$ cat config.mk
export PLATFORM = sky130hd
export DESIGN_NAME = fetch_stage
export DESIGN_NICKNAME = d
export VERILOG_FILES = /design/src/rtl/fetch_stage.sv
export SDC_FILE = /design/constraint.sdc
export NUM_CORES = 1
export LEC_CHECK = 0
export CELL_PAD_IN_SITES_DETAIL_PLACEMENT = 0
export CELL_PAD_IN_SITES_GLOBAL_PLACEMENT = 1
export CORE_UTILIZATION = 42
export DETAILED_ROUTE_END_ITERATION = 8
export PLACE_DENSITY_LB_ADDON = 0.1
export RECOVER_POWER = 50
export SETUP_SLACK_MARGIN = 0.5
export SYNTH_ARGS = -nofsm -noshare
export SYNTH_HDL_FRONTEND = slang
export SYNTH_SLANG_ARGS = --single-unit
$ cat constraint.sdc
create_clock -name clk -period 3.6 [get_ports clk]
set_input_delay 1.08 -clock clk [delete_from_list [all_inputs] [get_ports clk]]
set_output_delay 1.08 -clock clk [all_outputs]
set_load 0.01 [all_outputs]
$ cat src/rtl/fetch_stage.sv
// RV64 fetch stage: one outstanding bus request, registered output FIFO.
// Define FETCH_MISALIGN_CHECK_EN to turn misaligned fetch PCs into fault entries.
module fetch_stage #(
  parameter int unsigned DEPTH    = 2,
  parameter logic [63:0] RESET_PC = 64'h0000_0000_8000_0000
) (
  input  logic        clk,
  input  logic        reset,
  output logic        ireq_valid,
  output logic [63:0] ireq_addr,
  input  logic        iresp_data_ok,
  input  logic [31:0] iresp_data,
  output logic        out_valid,
  input  logic        out_ready,
  output logic [63:0] out_pc,
  output logic [31:0] out_raw_instr,
  output logic        out_misalign,
  input  logic        redirect_valid,
  input  logic [63:0] redirect_pc
);

  localparam int AW = (DEPTH > 1) ? $clog2(DEPTH) : 1;
  localparam logic [AW:0] DEPTH_W = (AW+1)'(DEPTH);
  localparam logic [AW:0] ONE_W   = (AW+1)'(1);

  localparam logic [1:0] S_IDLE  = 2'd0;
  localparam logic [1:0] S_BUSY  = 2'd1;
  localparam logic [1:0] S_DRAIN = 2'd2;
  localparam logic [1:0] S_FAULT = 2'd3;

  logic [1:0]  state_q, state_d;
  logic [63:0] fetch_pc_q, fetch_pc_d;
  logic [63:0] req_pc_q, req_pc_d;
  logic [63:0] redir_pc;

  logic [DEPTH-1:0][63:0] pc_q;
  logic [DEPTH-1:0][31:0] ins_q;
  logic [AW-1:0] rd_q, wr_q;
  logic [AW:0]   cnt_q, cnt_d, cnt_pop;

  logic        push, pop;
  logic [63:0] push_pc;
  logic [31:0] push_ins;

`ifdef FETCH_MISALIGN_CHECK_EN
  logic             push_mis;
  logic [DEPTH-1:0] mis_q;
  assign redir_pc     = redirect_pc;
  assign out_misalign = mis_q[rd_q];
`else
  assign redir_pc     = redirect_pc & ~64'h3;
  assign out_misalign = 1'b0;
`endif

  assign ireq_valid    = (state_q == S_BUSY) || (state_q == S_DRAIN);
  assign ireq_addr     = {req_pc_q[63:2], 2'b00};
  assign out_valid     = (cnt_q != '0);
  assign out_pc        = pc_q[rd_q];
  assign out_raw_instr = ins_q[rd_q];

  always_comb begin
    state_d    = state_q;
    fetch_pc_d = fetch_pc_q;
    req_pc_d   = req_pc_q;
    push       = 1'b0;
    push_pc    = req_pc_q;
    push_ins   = iresp_data;
`ifdef FETCH_MISALIGN_CHECK_EN
    push_mis   = 1'b0;
`endif
    pop        = out_valid & out_ready & ~redirect_valid;
    cnt_pop    = cnt_q - (pop ? ONE_W : '0);
    if (redirect_valid) begin
      fetch_pc_d = redir_pc;
      state_d    = S_IDLE;
      if (ireq_valid && !iresp_data_ok)
        state_d = S_DRAIN;
    end else begin
      case (state_q)
        S_IDLE: begin
          if (cnt_pop < DEPTH_W) begin
`ifdef FETCH_MISALIGN_CHECK_EN
            if (fetch_pc_q[1:0] != 2'b00) begin
              push     = 1'b1;
              push_pc  = fetch_pc_q;
              push_ins = '0;
              push_mis = 1'b1;
              state_d  = S_FAULT;
            end else begin
              state_d  = S_BUSY;
              req_pc_d = fetch_pc_q;
            end
`else
            state_d  = S_BUSY;
            req_pc_d = fetch_pc_q;
`endif
          end
        end
        S_BUSY: begin
          if (iresp_data_ok) begin
            push       = 1'b1;
            fetch_pc_d = fetch_pc_q + 64'd4;
            // keep the bus busy back-to-back while the FIFO can absorb it
            if ((cnt_pop + ONE_W) < DEPTH_W)
              req_pc_d = fetch_pc_q + 64'd4;
            else
              state_d = S_IDLE;
          end
        end
        S_DRAIN: begin
          if (iresp_data_ok)
            state_d = S_IDLE;
        end
        default: state_d = state_q;
      endcase
    end
  end

  assign cnt_d = redirect_valid ? '0 :
                 (cnt_pop + (push ? ONE_W : '0));

  always_ff @(posedge clk or negedge reset) begin
    if (!reset) begin
      state_q    <= S_IDLE;
      fetch_pc_q <= RESET_PC;
      req_pc_q   <= '0;
    end else begin
      state_q    <= state_d;
      fetch_pc_q <= fetch_pc_d;
      req_pc_q   <= req_pc_d;
    end
  end

  always_ff @(posedge clk or negedge reset) begin
    if (!reset) begin
      pc_q  <= '0;
      ins_q <= '0;
      rd_q  <= '0;
      wr_q  <= '0;
      cnt_q <= '0;
    end else begin
      cnt_q <= cnt_d;
      if (redirect_valid) begin
        rd_q <= '0;
        wr_q <= '0;
      end else begin
        if (push) begin
          pc_q[wr_q]  <= push_pc;
          ins_q[wr_q] <= push_ins;
          wr_q        <= wr_q + AW'(1);
        end
        if (pop)
          rd_q <= rd_q + AW'(1);
      end
    end
  end

`ifdef FETCH_MISALIGN_CHECK_EN
  always_ff @(posedge clk or negedge reset) begin
    if (!reset)
      mis_q <= '0;
    else if (push && !redirect_valid)
      mis_q[wr_q] <= push_mis;
  end
`endif

endmodule
# Word-level counts from Yosys, hierarchy flattened
# Index checks and enable logic that the tools add are counted.
# Widths: inputs -> output; s select.
# totals
word_cells,83
register_bits,326
input_bits,101
out_inout_bits,163
# op_classes
reduce_logical,16
n_lt_le_gt_ge,5
n_mux,34
n_addsub,6
eq_ne,9
bitwise,3
# ops
operator,n
$mux 64,9
$bwmux 128,1
$pmux 64 s2,1
$mux 32,3
$add 64x3->64 const B,1
$bwmux 64,1
$demux 64 s1,1
$demux 32 s1,1
$mux 2,7
$ne 3x3->1 const B,4
$reduce_bool 2->1,6
$reduce_and 5->1,2
$mux 1,9
$pmux 2 s3,1
$lt 1x2->1 const B,2
$lt 2x2->1 const B,2
$ne 2x2->1 const B,2
$reduce_and 2->1,2
$reduce_bool 4->1,1
$add 1x1->1 const B,2
$add 2x1->2,1
$add 2x1->2 const B,1
$and 1x1->1,2
$eq 2x1->1 const B,1
other kinds (9),10

# Logic depth before layout (Yosys ltp)
# depth
ltp_word,11
ltp_mapped,13
mapped_depth_nobuf,9

# Worst setup path before layout
# OpenSTA, ideal clock, no wires.
# synth_path
kind,input to register
start,input redirect_valid
end,"register req_pc_q[44], in the netlist push_pc[44]"
cell_stages,13
t_required_ps,3517
setup_time_ps,83
arrival_time_ps,3574
n_path_buf,6
setup_slack_ps,-57
path_cell_list,clkbuf_1 > clkbuf_1 > clkbuf_1 > nor2_1 > ha_1 > and4b_1 > o21ai_0 > and2_1 > clkbuf_1 > clkbuf_1 > clkbuf_1 > nand2_1 > o21ai_0
# synth_between
elab_chain_cells,8
word_cells_on_any_way,10
cone_classes,2 x add/sub; 2 x order compare; 2 x eq/ne; 1 x mux; 2 x bitwise; 1 x reduce/logical
# synth_lines
element,line,text
start: declaration,18,"input logic redirect_valid,"
$not 1->1 (no source line) (*),--,
$and 1x1->1,71,pop = out_valid & out_ready & ~redirect_valid;
$mux 1,72,cnt_pop = cnt_q - (pop ? ONE_W : '0);
$sub 2x1->2,72,
$add 2x1->2,104,if ((cnt_pop + ONE_W) < DEPTH_W)
$lt 2x2->1,104,
$ne 2x1->1 (no source line),--,
$reduce_and 5->1 (no source line) (*),--,
end signal: assignment,130,req_pc_q <= req_pc_d;
end: declaration,33,"logic [63:0] req_pc_q, req_pc_d;"
# Every way passes the cells marked *; elsewhere a longest branch is shown, timed or not.
# A chain may end at the register's enable or synchronous reset.

# Worst setup path in the final report
# layout_path
start,input iresp_data_ok
end,register ins_q[19] (netlist bit)
# layout_between
elab_chain_cells,4
# layout_lines
element,line,text
start: declaration,11,"input logic iresp_data_ok,"
$mux 1,100,if (iresp_data_ok) begin
$mux 1,79,case (state_q)
$mux 1,73,if (redirect_valid) begin
$reduce_and 2->1 (no source line),--,
end signal: indexed assignment,149,ins_q[wr_q] <= push_ins;
end: declaration,37,logic [DEPTH-1:0][31:0] ins_q;
# No other way between the ends.

==> reports/results.ini <==
[place]
place_inst = 2065
port_buffers = 256
gp_congestion = 0.874
post-place-ws_ns = 0.250
dp_hpwl_um = 32100

[sta]
skew_ns = 0.00855
grt_setup_unrepaired = yes
fin_ws_ns = 0.439
tns_ns = 0
setup_violations = 0
period_minus_slack_ns = 3.16
tightest_slew_ns = 1.97
fmax_mhz = 316
max_slew_margin_pct = -31.1
finalMaxSlewViolations = 72
hold_viol = 0
period_share_pct = 87.8

[synth]
ys_warn_count = 0
yosys.area_share.simple_pct = 13.8
synth_compound_area_share_pct = 6.20
ys_types = 50
ys_ff_latch = 318
synth_area_per_cell_um2 = 11.2
ys_seq_area_share_pct = 51.3
syn_inst = 1379
synth_edf_count = 0
synthMuxAreaShare_pct = 20.7
synth_ff_type = dfrtp_1
synth.cell_area_um2 = 15500
synth_xor_area_share_pct = 4.69
synth_async_sr_flop_share_pct = 100
synth_top_family_by_area = multiplexers
synth_fa_ha_area_share_pct = 0.484

[hold_path]
min-delay-start = ins_q[43]$_DFFE_PN0P_
worstHoldPathType = flip-flop to flip-flop
whs_path_depth = 1
holdPathEnd = ins_q[43]$_DFFE_PN0P_

[cells_and_area]
final_cells = 2141
final_common_cell = dfrtp_1
area_growth_pct = 30.5
fillers = 3228
layout-drive-gt1-share_pct = 24.4
fin_nets = 1753
diodes = 0
final_cell_mix = dfrtp_1, mux2_2, clkdlybuf4s50_1, nand2_1, o21ai_0

[floorplan]
die_width_um = 194
coreArea_um2 = 36400
die_h_um = 194
rows = 70
io_pins = 264
initial_core_util_pct = 42.6
die_area_um2 = 37700

[cts]
root_buffer = clkbuf_16
cts_tree = built
cts_buffer_depth = 3
path_clk_slew_ns = 0.06
cts_htree_levels = 2
insertion_delay_ns = 0.52
numCtsBuffers = 37
cts_sinks = 318

[flow_run]
cap_violations = 1

[routing]
routed-via-count = 11500
via_per_inst = 5.37
drt-pass1-iter-count = 6
drt-total-wl_um = 44300
wire_per_inst_um = 20.7
drtAntennaViolNets = 0
route.detailed.drc = 0
drtIter0Drc = 587

[grt]
grt_first_pass_wirelength_um = 68900
grt_pass1_vias = 11600
grt_max_degree = 73
grt_use_total_pct = 23.5
grt_overflow = 0
antenna_found_initial = 0

[worst_setup_path]
cp.arrival_ns = 3.56
cp.required_ns = 4.00
worstRegToRegCells = 6
crit_path_start = iresp_data_ok
critPathKind = primary input to flip-flop
r2r_slack_ns = 0.73
r2r_start = fetch_pc_q[2]$_DFFE_PN0P_
cp-end-kind = flip-flop
cp_max_fo = 29
worstReg2RegEnd = push_pc[54]$_DFFE_PN0P_
cp-start-kind = primary input

[status]
outcome = finished with violations
violations = capacitance limit, slew limit

[power]
leakagePower_nw = 9.09
powerDensity_nw_per_um2 = 733
vdd_drop_max_v = 0.000369

[power by group]
part	internal [mW]	total, mW	leakage [nW]	switching [mW]
logic	3.05	5.28	4.55	2.23
registers	4.87	5.86	3.97	0.985
clock network	2.22	3.70	0.573	1.48
total	10.1	14.8	9.09	4.70
[flip-flops by register name, indices dropped and copies added, names as in the netlist]
signal      flops
pc_q          124
ins_q          64
fetch_pc_q     62
push_pc        62
cnt_q           2
state_q         2
rd_q            1
wr_q            1
[synth_stat cells (all sizes together), types with 2 or more instances]
cell	n	share of area (%)
a21o	2	0.097
a21oi	2	0.065
a31oi	39	1.6
and2	7	0.28
and3	7	0.28
and4	9	0.51
buf	23	0.84
clkbuf	68	1.6
dfrtp	317	51
ha	6	0.48
inv	12	0.29
mux2	282	20
mux2i	3	0.19
nand2	124	3.0
nand2b	2	0.081
nand3	43	1.5
nand4	46	2.0
nor2	63	1.5
nor2b	3	0.12
nor3	19	0.61
nor4	24	1.0
o211ai	2	0.097
o21ai	111	3.6
o31a	2	0.11
o31ai	8	0.39
or2	3	0.12
or3	34	1.4
or4	24	1.3
xnor2	41	2.3
xor2	42	2.4
[area by class of cell]
type	instances	area, µm²	share of cell area (%)
Clock inverter	9	153	0.754
Clock buffer	57	1040	5.14
Sequential cell	318	7960	39.3
Timing Repair Buffer	315	3310	16.3
Multi-Input combinational cell	961	7150	35.3
Inverter	13	48.8	0.241
Tap cell	468	586	2.89
[critical path, cell delays in order]
cell and delay [ns]:
dlygate4sd3_1 0.58, nand2_1 0.08, clkbuf_1 0.21, nor3_2 0.13
clkbuf_2 0.71, buf_4 0.37, mux2_2 0.36
[routing by layer]
layer / wire [µm] / track usage, % / vias up
met1: 22200 / 35.1 / 5667
met3: 1730 / 3.17 / 53
met5: 0 / 0 / -
li1: - / - / 5498
met4: 954 / 6.23 / 0
met2: 19400 / 35.7 / 282
[kinds of logic after synthesis]
| logic type | Yosys count |
|---|---|
| multiplexers | 285 |
| AO/OA/AOI/OAI | 171 |
| XOR/XNOR | 83 |
| adder cells (fa/ha/maj) | 6 |
| flip-flops | 318 |
| buffers and inverters | 104 |
| other | 1 |
| AND/OR/NAND/NOR | 411 |
[repair_timing]
item	CTS	global route
cloned	0	3
hold endpoints to repair	0	0
hold buffers	0	0
pin swaps	0	0
buffers inserted	5	2
gates resized for setup	13	95
setup endpoints to repair	93	87
[through the flow]
stage	util (%)	total power [mW]	cell area (µm²)	hold WS [ns]
final	55.6	14.8	20200	0.498
after detailed placement	51.7	11.4	18800	0.487
after global placement	51.7	11.3	18800	0.481
after global routing	55.6	15.7	20200	0.511
after floorplan	-	8.44	15600	0.474
after CTS	55.0	15.1	20000	0.501
[worst max-delay path by stage]
stage                                  to  depth (start not counted)
2_1_floorplan     push_pc[44]$_DFFE_PN0P_                         11
3_3_place_gp   fetch_pc_q[58]$_DFFE_PN0P_                          6
3_5_place_dp   fetch_pc_q[58]$_DFFE_PN0P_                          6
4_1_cts                        out_pc[62]                          4
5_1_grt        fetch_pc_q[32]$_DFFE_PN0P_                          2
6_report            ins_q[19]$_DFFE_PN0P_                          7
Note: power is estimated with default switching activity, not from simulation.
